<file path="src/rtl/mem_arbiter_32kb.sv">
// rtl/mem_arbiter_32kb.sv - two-port round-robin arbiter and sequencer for the 32 KB banked memory
module mem_arbiter_32kb #(
   parameter int ADDR_W = 15,
   parameter int DATA_W = 8
) (
   input  logic              clk_i,
   input  logic              rst_ni,
   input  logic              req0_i,
   input  logic              req1_i,
   input  logic              we0_i,
   input  logic              we1_i,
   input  logic [ADDR_W-1:0] addr0_i,
   input  logic [ADDR_W-1:0] addr1_i,
   input  logic [DATA_W-1:0] wdata0_i,
   input  logic [DATA_W-1:0] wdata1_i,
   output logic              ack0_o,
   output logic              ack1_o,
   output logic [DATA_W-1:0] rdata0_o,
   output logic [DATA_W-1:0] rdata1_o,
   output logic              busy_o,
   output logic [ADDR_W-1:0] mem_addr_o,
   output logic [DATA_W-1:0] mem_data_in_o,
   output logic              mem_we_o,
   input  logic [DATA_W-1:0] mem_data_out_i
);

   typedef enum logic [1:0] {IDLE = 2'd0, ISSUE = 2'd1, READ = 2'd2, DONE = 2'd3} state_e;

   state_e            state_q, state_d;
   logic              grant_q, grant_d;          // port currently owning the memory
   logic              last_grant_q, last_grant_d;
   logic              ack0_q, ack0_d, ack1_q, ack1_d;
   logic              busy_q, busy_d;
   logic              mem_we_q, mem_we_d;
   logic [DATA_W-1:0] rdata0_q, rdata0_d, rdata1_q, rdata1_d;
   logic [DATA_W-1:0] mem_data_in_q, mem_data_in_d;
   logic [ADDR_W-1:0] mem_addr_q, mem_addr_d;

   // State register and registered outputs; reset drops any in-flight access
   always_ff @(posedge clk_i or negedge rst_ni) begin
      if (!rst_ni) begin
         state_q       <= IDLE;
         grant_q       <= 1'b0;
         last_grant_q  <= 1'b1;
         ack0_q        <= 1'b0;
         ack1_q        <= 1'b0;
         busy_q        <= 1'b0;
         mem_we_q      <= 1'b0;
         rdata0_q      <= '0;
         rdata1_q      <= '0;
         mem_data_in_q <= '0;
         mem_addr_q    <= '0;
      end else begin
         state_q       <= state_d;
         grant_q       <= grant_d;
         last_grant_q  <= last_grant_d;
         ack0_q        <= ack0_d;
         ack1_q        <= ack1_d;
         busy_q        <= busy_d;
         mem_we_q      <= mem_we_d;
         rdata0_q      <= rdata0_d;
         rdata1_q      <= rdata1_d;
         mem_data_in_q <= mem_data_in_d;
         mem_addr_q    <= mem_addr_d;
      end
   end

   // Next state: arbitrate in IDLE, writes skip the READ cycle
   always_comb begin
      state_d      = state_q;
      grant_d      = grant_q;
      last_grant_d = last_grant_q;
      case (state_q)
         IDLE: begin
            if (req0_i || req1_i) begin
               state_d = ISSUE;
               if (req0_i && req1_i) begin
                  grant_d = ~last_grant_q;
               end else begin
                  grant_d = req1_i;
               end
            end
         end
         ISSUE:   state_d = mem_we_q ? DONE : READ;
         READ:    state_d = DONE;
         default: begin
            state_d      = IDLE;
            last_grant_d = grant_q;
         end
      endcase
   end

   // Output next-values: latch the winner's command, capture read data, pulse ack into DONE
   always_comb begin
      mem_we_d      = 1'b0;
      mem_addr_d    = mem_addr_q;
      mem_data_in_d = mem_data_in_q;
      rdata0_d      = rdata0_q;
      rdata1_d      = rdata1_q;
      case (state_q)
         IDLE: begin
            if (state_d == ISSUE) begin
               if (grant_d) begin
                  mem_we_d      = we1_i;
                  mem_addr_d    = addr1_i;
                  mem_data_in_d = wdata1_i;
               end else begin
                  mem_we_d      = we0_i;
                  mem_addr_d    = addr0_i;
                  mem_data_in_d = wdata0_i;
               end
            end
         end
         READ: begin
            if (grant_q) begin
               rdata1_d = mem_data_out_i;
            end else begin
               rdata0_d = mem_data_out_i;
            end
         end
         default: ;
      endcase
      ack0_d = (state_d == DONE) && !grant_q;
      ack1_d = (state_d == DONE) && grant_q;
      busy_d = (state_d != IDLE);
   end

   assign ack0_o        = ack0_q;
   assign ack1_o        = ack1_q;
   assign rdata0_o      = rdata0_q;
   assign rdata1_o      = rdata1_q;
   assign busy_o        = busy_q;
   assign mem_we_o      = mem_we_q;
   assign mem_addr_o    = mem_addr_q;
   assign mem_data_in_o = mem_data_in_q;

endmodule

</file>
<file path="config.mk">
export PLATFORM = sky130hd
export DESIGN_NAME = mem_arbiter_32kb
export DESIGN_NICKNAME = d
export VERILOG_FILES = /design/src/rtl/mem_arbiter_32kb.sv
export SDC_FILE = /design/constraint.sdc
export NUM_CORES = 1
export LEC_CHECK = 0
export ABC_AREA = 1
export CAP_MARGIN = 5
export CORE_UTILIZATION = 41
export DETAILED_ROUTE_END_ITERATION = 6
export PLACE_DENSITY = 0.79
export SLEW_MARGIN = 30
export SYNTH_ARGS = -nofsm -noshare
export SYNTH_HDL_FRONTEND = slang
export SYNTH_SLANG_ARGS = --single-unit
</file>
<file path="constraint.sdc">
create_clock -name clk_i -period 1.7 [get_ports clk_i]
set_input_delay 0.34 -clock clk_i [delete_from_list [all_inputs] [get_ports clk_i]]
set_output_delay 0.34 -clock clk_i [all_outputs]
set_load 0.02 [all_outputs]
</file>
==> impl_metrics.py, run 1 <==
metrics = {
    "pwr": {
        "pwr-share-comb": 0.604,
        "vdd_drop_max_v": 0.001045,
        "power_density_nw_per_um2": 1936,
        "cellInternalPower_mw": 3.989,
        "power_frac_clock": 0.118,
        "switchingPower_mw": 3.054,
        "netSwitchingFraction": 0.4337,
        "p_seq_frac": 0.278,
        "power.static_leakage_nw": 1.786,
    },
    "placed_design": {
        "dp.cells": 442,
        "portBuffers": 102,
        "dpl.hpwl_mm": 4.251,
        "place.gp.congestion": 0.7612,
    },
    "timing": {
        "hold_ws_ns": -0.002750,
        "setup-violations-final": 0,
        "hold_violations": 7,
        "slew_viol_final": 0,
        "slew_headroom": 0.6850,
        "fmax_ghz": 0.6048,
        "period_share": 0.9726,
        "finClkSkew_ns": 0.009524,
        "fin_crit_ns": 1.653,
        "worstMarginPinSlew_ns": 0.4714,
    },
    "clock_tree": {
        "cts_tree": "done",
        "cts-hold-fix-buffers": 0,
        "clkTransAtPathRegs_ns": 0.09,
        "clockRootBuffer": "clkbuf_8",
        "htreeDepth": 2,
        "clock-sinks": 47,
        "cts_made_buffers": 5,
        "clockBufferDepth": 2,
        "clk_latency_ns": 0.29,
    },
    "setup_path": {
        "critPathCaptureType": "flop",
        "critical_path_required_ns": 1.88,
        "arrival_ns": 1.84,
        "cpPeakStageDelay_ns": 0.41,
        "crit_family": "simple AND/OR/NAND/NOR gates",
        "start_kind": "flop",
        "path_max_fanout": 11,
        "cp_cell_sequence": "buf_4 > ha_2 > inv_1 > nand2_1 > nor2_2 > nand2_4 > nand2_8 > nor2_4 > buf_12 > nand2_1 > nand2_1",
        "r2r-start": "state_q[1]$_DFF_PN0_",
        "cp_num_buf_inv": 3,
        "path_class": "flop to flop",
        "crit_slowest_cell": "dfrtp_1",
        "cp_common_cell": "nand2_1",
        "critPathLaunch": "state_q[1]$_DFF_PN0_",
    },
    "final_layout": {
        "fillCellCount": 421,
        "drive_gt1_frac": 0.1554,
        "final_util": 0.6904,
        "layout.cells.non_filler": 456,
        "n_antenna_cell": 0,
        "areaGrowthSynthToFinish_pct": 57.70,
        "finalNetCount": 449,
    },
    "floorplan": {
        "initial_utilization": 0.4378,
        "die_y_um": 77.02,
        "die_x_um": 77.02,
        "coreArea_sq_um": 5270,
        "rows": 26,
        "dieArea_sq_um": 5931,
        "num_io_pins": 103,
    },
    "route": {
        "wirelength_mm": 6.411,
        "routed_wire_length_per_instance_um": 14.06,
        "num_vias": 2176,
        "first_iter_violations": 149,
        "drc": 0,
        "antenna_left": 0,
        "vias_per_cell": 4.772,
        "drtPass1Iterations": 4,
    },
    "synth": {
        "ys_warn_count": 0,
        "yosysUniqueCellTypes": 23,
        "synthTopCellsByArea": "dfrtp_1 (50%), nand2_1 (20%), nand3_1 (5.2%)",
        "synth_top_flop_cell": "dfrtp_1",
        "yosysTopAreaCellShare": 0.4989,
        "synth.cell_area_sq_um": 2307,
        "synthesis.nets": 339,
        "synth_edf_count": 0,
        "yosys.area.top_type": "dfrtp_1",
        "synth_cells": 275,
        "async_flop_share": 1.000,
        "synth-seq-area-share": 0.5103,
        "avgSynthCellArea_sq_um": 8.390,
        "synth-seq-cells": 47,
        "synthTopCellsByCount": "nand2_1 (123), dfrtp_1 (46), nand3_1 (24)",
        "synth.most_common_cell": "nand2_1",
    },
    "global_route": {
        "grt_max_degree": 48,
        "overflow": 0,
        "busiest_layer": "met2",
        "grt_pass1_vias": 2097,
        "track_usage": 0.2155,
        "grt_pass1_wl_mm": 10.10,
        "use_met1": 0.2878,
        "met3_usage": 0.04286,
        "use_met2": 0.3545,
        "antenna_found_initial": 0,
    },
    "worst_hold_path": {
        "hp-class": "primary input to asynchronous set/reset pin",
    },
    "run_status": {
        "status": "finished, violations left",
        "violations": "negative hold slack",
    },
    "flow_run": {
        "cap_violations": 0,
    },
}
worst paths after layout:
check | end | slack [ns] | cells after the start
min | rdata1_o[6]$_DFFE_PN0P_ | -0.003 | 2
max in group asynchronous | last_grant_q$_DFFE_PN1N_ | 1.41 | 2
min reg2reg | mem_addr_o[6]$_DFFE_PN0P_ | 0.48 | 2
max | mem_data_in_o[7]$_DFFE_PN0P_ | 0.05 | 11
min in group clk_i | mem_addr_o[6]$_DFFE_PN0P_ | 0.48 | 2
max reg2reg | mem_data_in_o[7]$_DFFE_PN0P_ | 0.05 | 11
cell families after synthesis:
logic type,share of synthesized area
simple gates,0.3530
buf+inv,0.07212
compound gates,0.04284
fa+ha+maj,0.02169
flops,0.5103
cell type report:
type,count,area [sq um],area share
multi-input cells,200,1026,0.2820
clock buffers,5,68.82,0.01891
flip-flops and latches,47,1177,0.3236
clock inverters,3,46.29,0.01272
repair buffers,113,1165,0.3202
well taps,70,87.58,0.02407
inverters,18,67.56,0.01857
layout by cell type, fill, tap and decap left out, drive strengths merged:
master / Yosys / layout
nand2: 145 / 145
ha: 4 / 4
inv: 18 / 19
nand3: 25 / 25
buf: 10 / 12
nor3: 2 / 2
clkdlybuf4s50: 0 / 101
nor2: 2 / 3
nand3b: 1 / 2
clkinvlp: 0 / 1
a21oi: 1 / 1
o21ai: 18 / 18
bufinv: 0 / 1
dfstp: 1 / 1
dfrtp: 46 / 46
clkbuf: 2 / 5
flip-flops by register name, summed over array words and instances (netlist names):
name	flops
ack0_o	1
ack1_o	1
busy_o	1
grant_q	1
last_grant_q	1
mem_addr_o	15
mem_data_in_o	8
mem_we_o	1
rdata0_o	8
rdata1_o	8
state_q	2
power by group through the flow:
stage	Clock [mW]	Sequential, mW	Combinational [mW]
finish	0.830	1.96	4.25
detailed placement	0	1.97	3.86
global route	0.899	2.02	4.61
CTS	0.847	1.95	3.97
global placement	0	1.96	3.77
floorplan	0	2.53	1.77
metal layers:
| layer | wire [um] | part of all wire |
|---|---|---|
| met5 | 0 | 0 |
| met4 | 83 | 0.013 |
| met3 | 480 | 0.075 |
| met2 | 3282 | 0.51 |
| met1 | 2565 | 0.40 |
metrics by stage:
step	total power, mW	instance area, sq um	setup TNS [ns]	hold slack (ns)	setup slack (ns)
2_1_floorplan	4.302	2307	0	0.04441	0.1521
4_1_cts	6.767	3557	0	0.01018	0.02633
3_5_place_dp	5.830	3415	-0.3937	0.3412	-0.04618
3_3_place_gp	5.721	3415	0	0.3407	0.004395
6_report	7.043	3638	0	-0.002750	0.04654
5_1_grt	7.526	3638	-0.2947	0.01074	-0.03891
worst register-to-register path: stages (launching register included):
cell     delay [ns]
dfrtp_1        0.41
buf_4          0.15
ha_2           0.18
inv_1          0.06
nand2_1        0.06
nor2_2         0.15
nand2_4        0.11
nand2_8        0.12
nor2_4         0.05
buf_12         0.14
nand2_1        0.06
nand2_1        0.04
timing repair:
action,4_1_cts,5_1_grt
gates resized for setup,1,10
cloned,1,1
pin swaps,0,4
endpoints found under the setup margin,16,23
buffers inserted,1,4
Note: power is estimated with default switching activity, not from simulation.
==> inputs of run 2 (changes only) <==
Settings changed: CORE_MARGIN set to 2.
==> run 2 against run 1 <==
The flow now finishes without violations; fmax increased by 0.28%; sequential share of layout area increased by 0.82 points; final cell count increased by 0.66%; flip-flop and latch count unchanged; first-iteration DRC count decreased by 29%; core utilization decreased by 4.2 points; global-route usage decreased by 2.4 points; hold slack improved by 0.48 ns; highest routed layer unchanged; register-to-register slack improved by 0.06 ns; combinational power decreased by 8.5%; wire length decreased by 12%.
==> impl_metrics.py, run 2 (synthesized netlist as in run 1, its figures left out) <==
metrics = {
    "pwr": {
        "cellInternalPower_mw": 3.684,
        "switchingPower_mw": 2.823,
        "power.static_leakage_nw": 1.765,
        "power_frac_clock": 0.102,
        "power_density_nw_per_um2": 1834,
        "p_seq_frac": 0.300,
        "vdd_drop_max_v": 0.0009764,
        "netSwitchingFraction": 0.4339,
        "pwr-share-comb": 0.598,
    },
    "worst_hold_path": {
        "hp-class": "flop to flop",
    },
    "final_layout": {
        "areaGrowthSynthToFinish_pct": 53.80,
        "layout_commonest_cell": "nand2_1",
        "drive_gt1_frac": 0.1395,
        "n_antenna_cell": 0,
        "finalNetCount": 450,
        "final_util": 0.6484,
        "final_cell_mix": "nand2_1 (123), clkdlybuf4s50_1 (101), dfrtp_1 (46)",
        "largest_reg_flops": 15,
    },
    "placed_design": {
        "portBuffers": 102,
        "dpl.hpwl_mm": 4.268,
        "place.gp.congestion": 0.7699,
        "dp_slack_ns": -0.04963,
    },
    "route": {
        "drtPass1Iterations": 4,
        "vias_per_cell": 4.597,
        "first_iter_violations": 106,
        "antenna_left": 0,
        "wirelength_mm": 5.670,
        "routed_wire_length_per_instance_um": 12.35,
        "num_vias": 2110,
        "drc": 0,
    },
    "timing": {
        "setup_slack_ns": 0.05112,
        "slew_headroom": 0.6725,
        "setup-violations-final": 0,
        "rsz0062_at_grt": "false",
        "fin_crit_ns": 1.649,
        "slew_viol_final": 0,
        "period_share": 0.9699,
        "worstMarginPinSlew_ns": 0.4900,
        "hold_violations": 0,
        "fin_setup_tns_ns": 0,
        "fmax_ghz": 0.6065,
        "hold_ws_ns": 0.4811,
        "finClkSkew_ns": 0.01363,
    },
    "setup_path": {
        "cp_cell_sequence": "clkdlybuf4s50_1",
        "crit_family": "buffers and inverters",
        "start_kind": "flop",
        "cpPeakStageDelay_ns": 0.63,
        "path_max_fanout": 2,
        "arrival_ns": 1.31,
        "crit_slowest_cell": "clkdlybuf4s50_1",
        "critPathCaptureType": "output pin",
        "cp_num_buf_inv": 1,
        "critical_path_required_ns": 1.36,
        "path_class": "flop to output pin",
    },
    "global_route": {
        "antenna_found_initial": 0,
        "grt_pass1_vias": 2058,
        "grt_max_degree": 26,
        "grt_pass1_wl_mm": 9.363,
        "track_usage": 0.1916,
        "overflow": 0,
    },
    "floorplan": {
        "dieArea_sq_um": 6243,
        "num_io_pins": 103,
        "coreArea_sq_um": 5473,
        "die_y_um": 79.02,
        "die_x_um": 79.02,
        "rows": 27,
        "initial_utilization": 0.4216,
    },
    "clock_tree": {
        "clockRootBuffer": "clkbuf_8",
        "clkTransAtPathRegs_ns": 0.08,
        "cts_tree": "done",
        "htreeDepth": 2,
        "cts_made_buffers": 5,
        "clk_latency_ns": 0.31,
        "clock-sinks": 47,
        "clockBufferDepth": 2,
    },
    "flow_run": {
        "cap_violations": 0,
    },
    "run_status": {
        "status": "completed",
    },
}
## run 2: changes by cell type in the layout (fill, tap and decap cells not counted), moves of 2 or more
cell and delta:
buf_12 -2, buf_4 +5, ha_1 +2, nand2_1 +2, nand2_2 -2
## run 2: timing repair
item,CTS,global route
endpoints found under the setup margin,0,23
hold buffers,1,0
setup buffers,0,1
resized for setup,0,2
hold endpoints to repair,15,0
## run 2: worst paths after layout
kind	start	to	slack, ns	depth (start not counted)
setup / recovery	mem_we_o$_DFF_PN0_	mem_we_o	0.05	1
hold / removal	last_grant_q$_DFFE_PN1N_	last_grant_q$_DFFE_PN1N_	0.48	2
setup reg to reg	state_q[0]$_DFF_PN0_	mem_data_in_o[2]$_DFFE_PN0P_	0.11	11
hold reg to reg	last_grant_q$_DFFE_PN1N_	last_grant_q$_DFFE_PN1N_	0.48	2
max in group asynchronous	rst_ni	mem_addr_o[13]$_DFFE_PN0P_	0.60	3
min in group asynchronous	rst_ni	rdata1_o[5]$_DFFE_PN0P_	0.49	2
## run 2: through the flow
step	area, sq um	std cells	total power [mW]
2_1_floorplan	2307	275	4.302
3_3_place_gp	3442	449	5.759
3_5_place_dp	3442	449	5.863
4_1_cts	3538	458	6.537
5_1_grt	3548	459	7.017
6_report	3548	459	6.507
## run 2: final cells by class
type / count / area, sq um
flip-flops and latches: 47 / 1177
clock inverters: 2 / 13.76
repair buffers: 116 / 1161
fillers: 490 / 1924
inverters: 18 / 67.56
multi-input cells: 198 / 965.9
well taps: 72 / 90.09
clock buffers: 6 / 72.57
## run 2: layer usage
layer,vias up,wire (um),GRT usage
met1,967,2553,0.2509
met5,-,0,0
met3,6,372,0.04659
met2,70,2675,0.3136
li1,1067,-,-
met4,0,70,0.06207
## run 2: power by group through the flow
stage | sequential (mW) | combinational, mW | clock, mW
2_1_floorplan | 2.53 | 1.77 | 0
3_3_place_gp | 1.95 | 3.81 | 0
3_5_place_dp | 1.96 | 3.90 | 0
4_1_cts | 1.95 | 3.91 | 0.673
5_1_grt | 2.01 | 4.29 | 0.723
6_report | 1.95 | 3.89 | 0.662
==> inputs of run 3 (changes only) <==
Settings changed: CORE_MARGIN 2 to 4.
==> run 3 against run 2 <==
Clock skew fell by 0.0053 ns; final cell count increased by 0.87%; worst setup slack got worse by 0.012 ns; critical path depth is 10 higher; flip-flop and latch count unchanged; register-to-register slack lost 0.07 ns; critical endpoint is now mem_addr_o[14]$_DFFE_PN0P_; highest routed layer unchanged.
==> impl_metrics.py, run 3 (synthesized netlist as in run 1, its figures left out) <==
metrics = {
    "pwr": {
        "power_frac_clock": 0.117,
        "netSwitchingFraction": 0.4363,
        "cellInternalPower_mw": 4.017,
        "vdd_drop_max_v": 0.001081,
        "power_density_nw_per_um2": 1929,
        "p_seq_frac": 0.272,
        "power.static_leakage_nw": 1.847,
        "switchingPower_mw": 3.109,
        "total_power_mw": 7.126,
        "pwr-share-comb": 0.610,
    },
    "floorplan": {
        "dieArea_sq_um": 6891,
        "rows": 27,
        "die_y_um": 83.02,
        "coreArea_sq_um": 5473,
        "num_io_pins": 103,
        "die_x_um": 83.02,
        "initial_utilization": 0.4216,
    },
    "global_route": {
        "use_met2": 0.3411,
        "grt_pass1_wl_mm": 11.11,
        "overflow": 0,
        "grt_pass1_vias": 2206,
        "track_usage": 0.1987,
        "use_met1": 0.2508,
        "antenna_found_initial": 0,
        "busiest_layer": "met2",
        "met3_usage": 0.04762,
        "grt_max_degree": 26,
    },
    "setup_path": {
        "r2r-start": "state_q[0]$_DFF_PN0_",
        "critical_path_required_ns": 1.90,
        "cpPeakStageDelay_ns": 0.41,
        "path_class": "flop to flop",
        "crit_slowest_cell": "dfrtp_1",
        "arrival_ns": 1.86,
        "cp_common_cell": "nand2_1",
        "start_kind": "flop",
        "critPathLaunch": "state_q[0]$_DFF_PN0_",
        "critPathCaptureType": "flop",
        "worstRegToRegCells": 11,
        "r2r_setup_slack_ns": 0.04,
        "path_max_fanout": 3,
        "cp_cell_sequence": "buf_4 > ha_1 > nand2_1 > nand2_1 > nor2_2 > nand2_4 > nand2_8 > nor2_4 > buf_4 > nand2_1 > nand2_1",
    },
    "timing": {
        "setup_slack_ns": 0.03925,
        "slew_headroom": 0.6015,
        "slew_viol_final": 0,
        "finClkSkew_ns": 0.008367,
        "period_share": 0.9769,
        "fin_setup_tns_ns": 0,
        "hold_violations": 0,
        "setup-violations-final": 0,
        "hold_ws_ns": 0.02622,
        "fmax_ghz": 0.6021,
        "fin_crit_ns": 1.661,
        "worstMarginPinSlew_ns": 0.5978,
        "rsz0062_at_grt": "true",
    },
    "final_layout": {
        "final_cell_mix": "nand2_1 (122), clkdlybuf4s50_1 (100), dfrtp_1 (46)",
        "largest_reg_flops": 15,
        "final_util": 0.6751,
        "fillCellCount": 472,
        "n_antenna_cell": 0,
        "areaGrowthSynthToFinish_pct": 60.14,
        "finalNetCount": 454,
        "fin_area_sq_um": 3695,
        "layout.cells.non_filler": 463,
        "drive_gt1_frac": 0.1560,
        "layout_commonest_cell": "nand2_1",
    },
    "clock_tree": {
        "cts_made_buffers": 5,
        "cts_tree": "done",
        "clockRootBuffer": "clkbuf_8",
        "clock-sinks": 47,
        "cts-hold-fix-buffers": 0,
        "clockBufferDepth": 2,
        "clk_latency_ns": 0.30,
        "htreeDepth": 2,
        "clkTransAtPathRegs_ns": 0.09,
    },
    "route": {
        "num_vias": 2183,
        "antenna_left": 0,
        "first_iter_violations": 102,
        "drtPass1Iterations": 4,
        "routed_wire_length_per_instance_um": 14.32,
        "wirelength_mm": 6.631,
        "drc": 0,
        "vias_per_cell": 4.715,
    },
    "flow_run": {
        "cap_violations": 0,
    },
    "run_status": {
        "status": "completed",
    },
    "worst_hold_path": {
        "hp-class": "primary input to asynchronous set/reset pin",
    },
    "placed_design": {
        "dp.cells": 445,
        "portBuffers": 102,
        "dpl.hpwl_mm": 4.622,
        "place.gp.congestion": 0.7873,
        "dp_slack_ns": -0.1123,
        "place_area_sq_um": 3412,
    },
}
-- run 3: layout make-up --
class / count / area [sq um] / share of cell area
multi-input cells: 202 / 1054 / 0.2851
repair buffers: 116 / 1186 / 0.3210
clock buffers: 5 / 68.82 / 0.01863
inverters: 18 / 71.32 / 0.01930
well taps: 72 / 90.09 / 0.02438
clock inverters: 3 / 47.55 / 0.01287
flip-flops and latches: 47 / 1177 / 0.3187
-- run 3: what timing repair did --
action | in CTS | in global routing
resized for setup | 3 | 6
setup endpoints to repair | 24 | 26
setup buffers | 3 | 3
gates cloned | 3 | 1
pin swaps | 2 | 3
-- run 3: metal layers --
| layer | wire (um) | vias up |
|---|---|---|
| li1 | - | 1088 |
| met3 | 434 | 6 |
| met2 | 3412 | 74 |
| met5 | 0 | - |
| met1 | 2713 | 1015 |
| met4 | 71 | 0 |
-- run 3: worst paths after layout --
check                                                to
max                          mem_addr_o[14]$_DFFE_PN0P_
min in group clk_i             last_grant_q$_DFFE_PN1N_
min reg2reg                    last_grant_q$_DFFE_PN1N_
min                             rdata1_o[0]$_DFFE_PN0P_
max reg2reg                  mem_addr_o[14]$_DFFE_PN0P_
max in group asynchronous  mem_data_in_o[0]$_DFFE_PN0P_
-- run 3: power by group through the flow --
| stage | combinational [mW] | sequential, mW | clock, mW |
|---|---|---|---|
| floorplan | 1.77 | 2.53 | 0 |
| global placement | 3.74 | 1.95 | 0 |
| detailed placement | 3.83 | 1.96 | 0 |
| CTS | 4.10 | 1.95 | 0.857 |
| global route | 4.71 | 2.03 | 0.908 |
| finish | 4.35 | 1.94 | 0.835 |
-- run 3: worst max-delay path: cells and delay by family (launching register included) --
kind,cells,cell delay (ns)
buffers and inverters,2,0.30
adder cells (fa/ha/maj),1,0.19
flip-flops,1,0.41
AND/OR/NAND/NOR,8,0.64
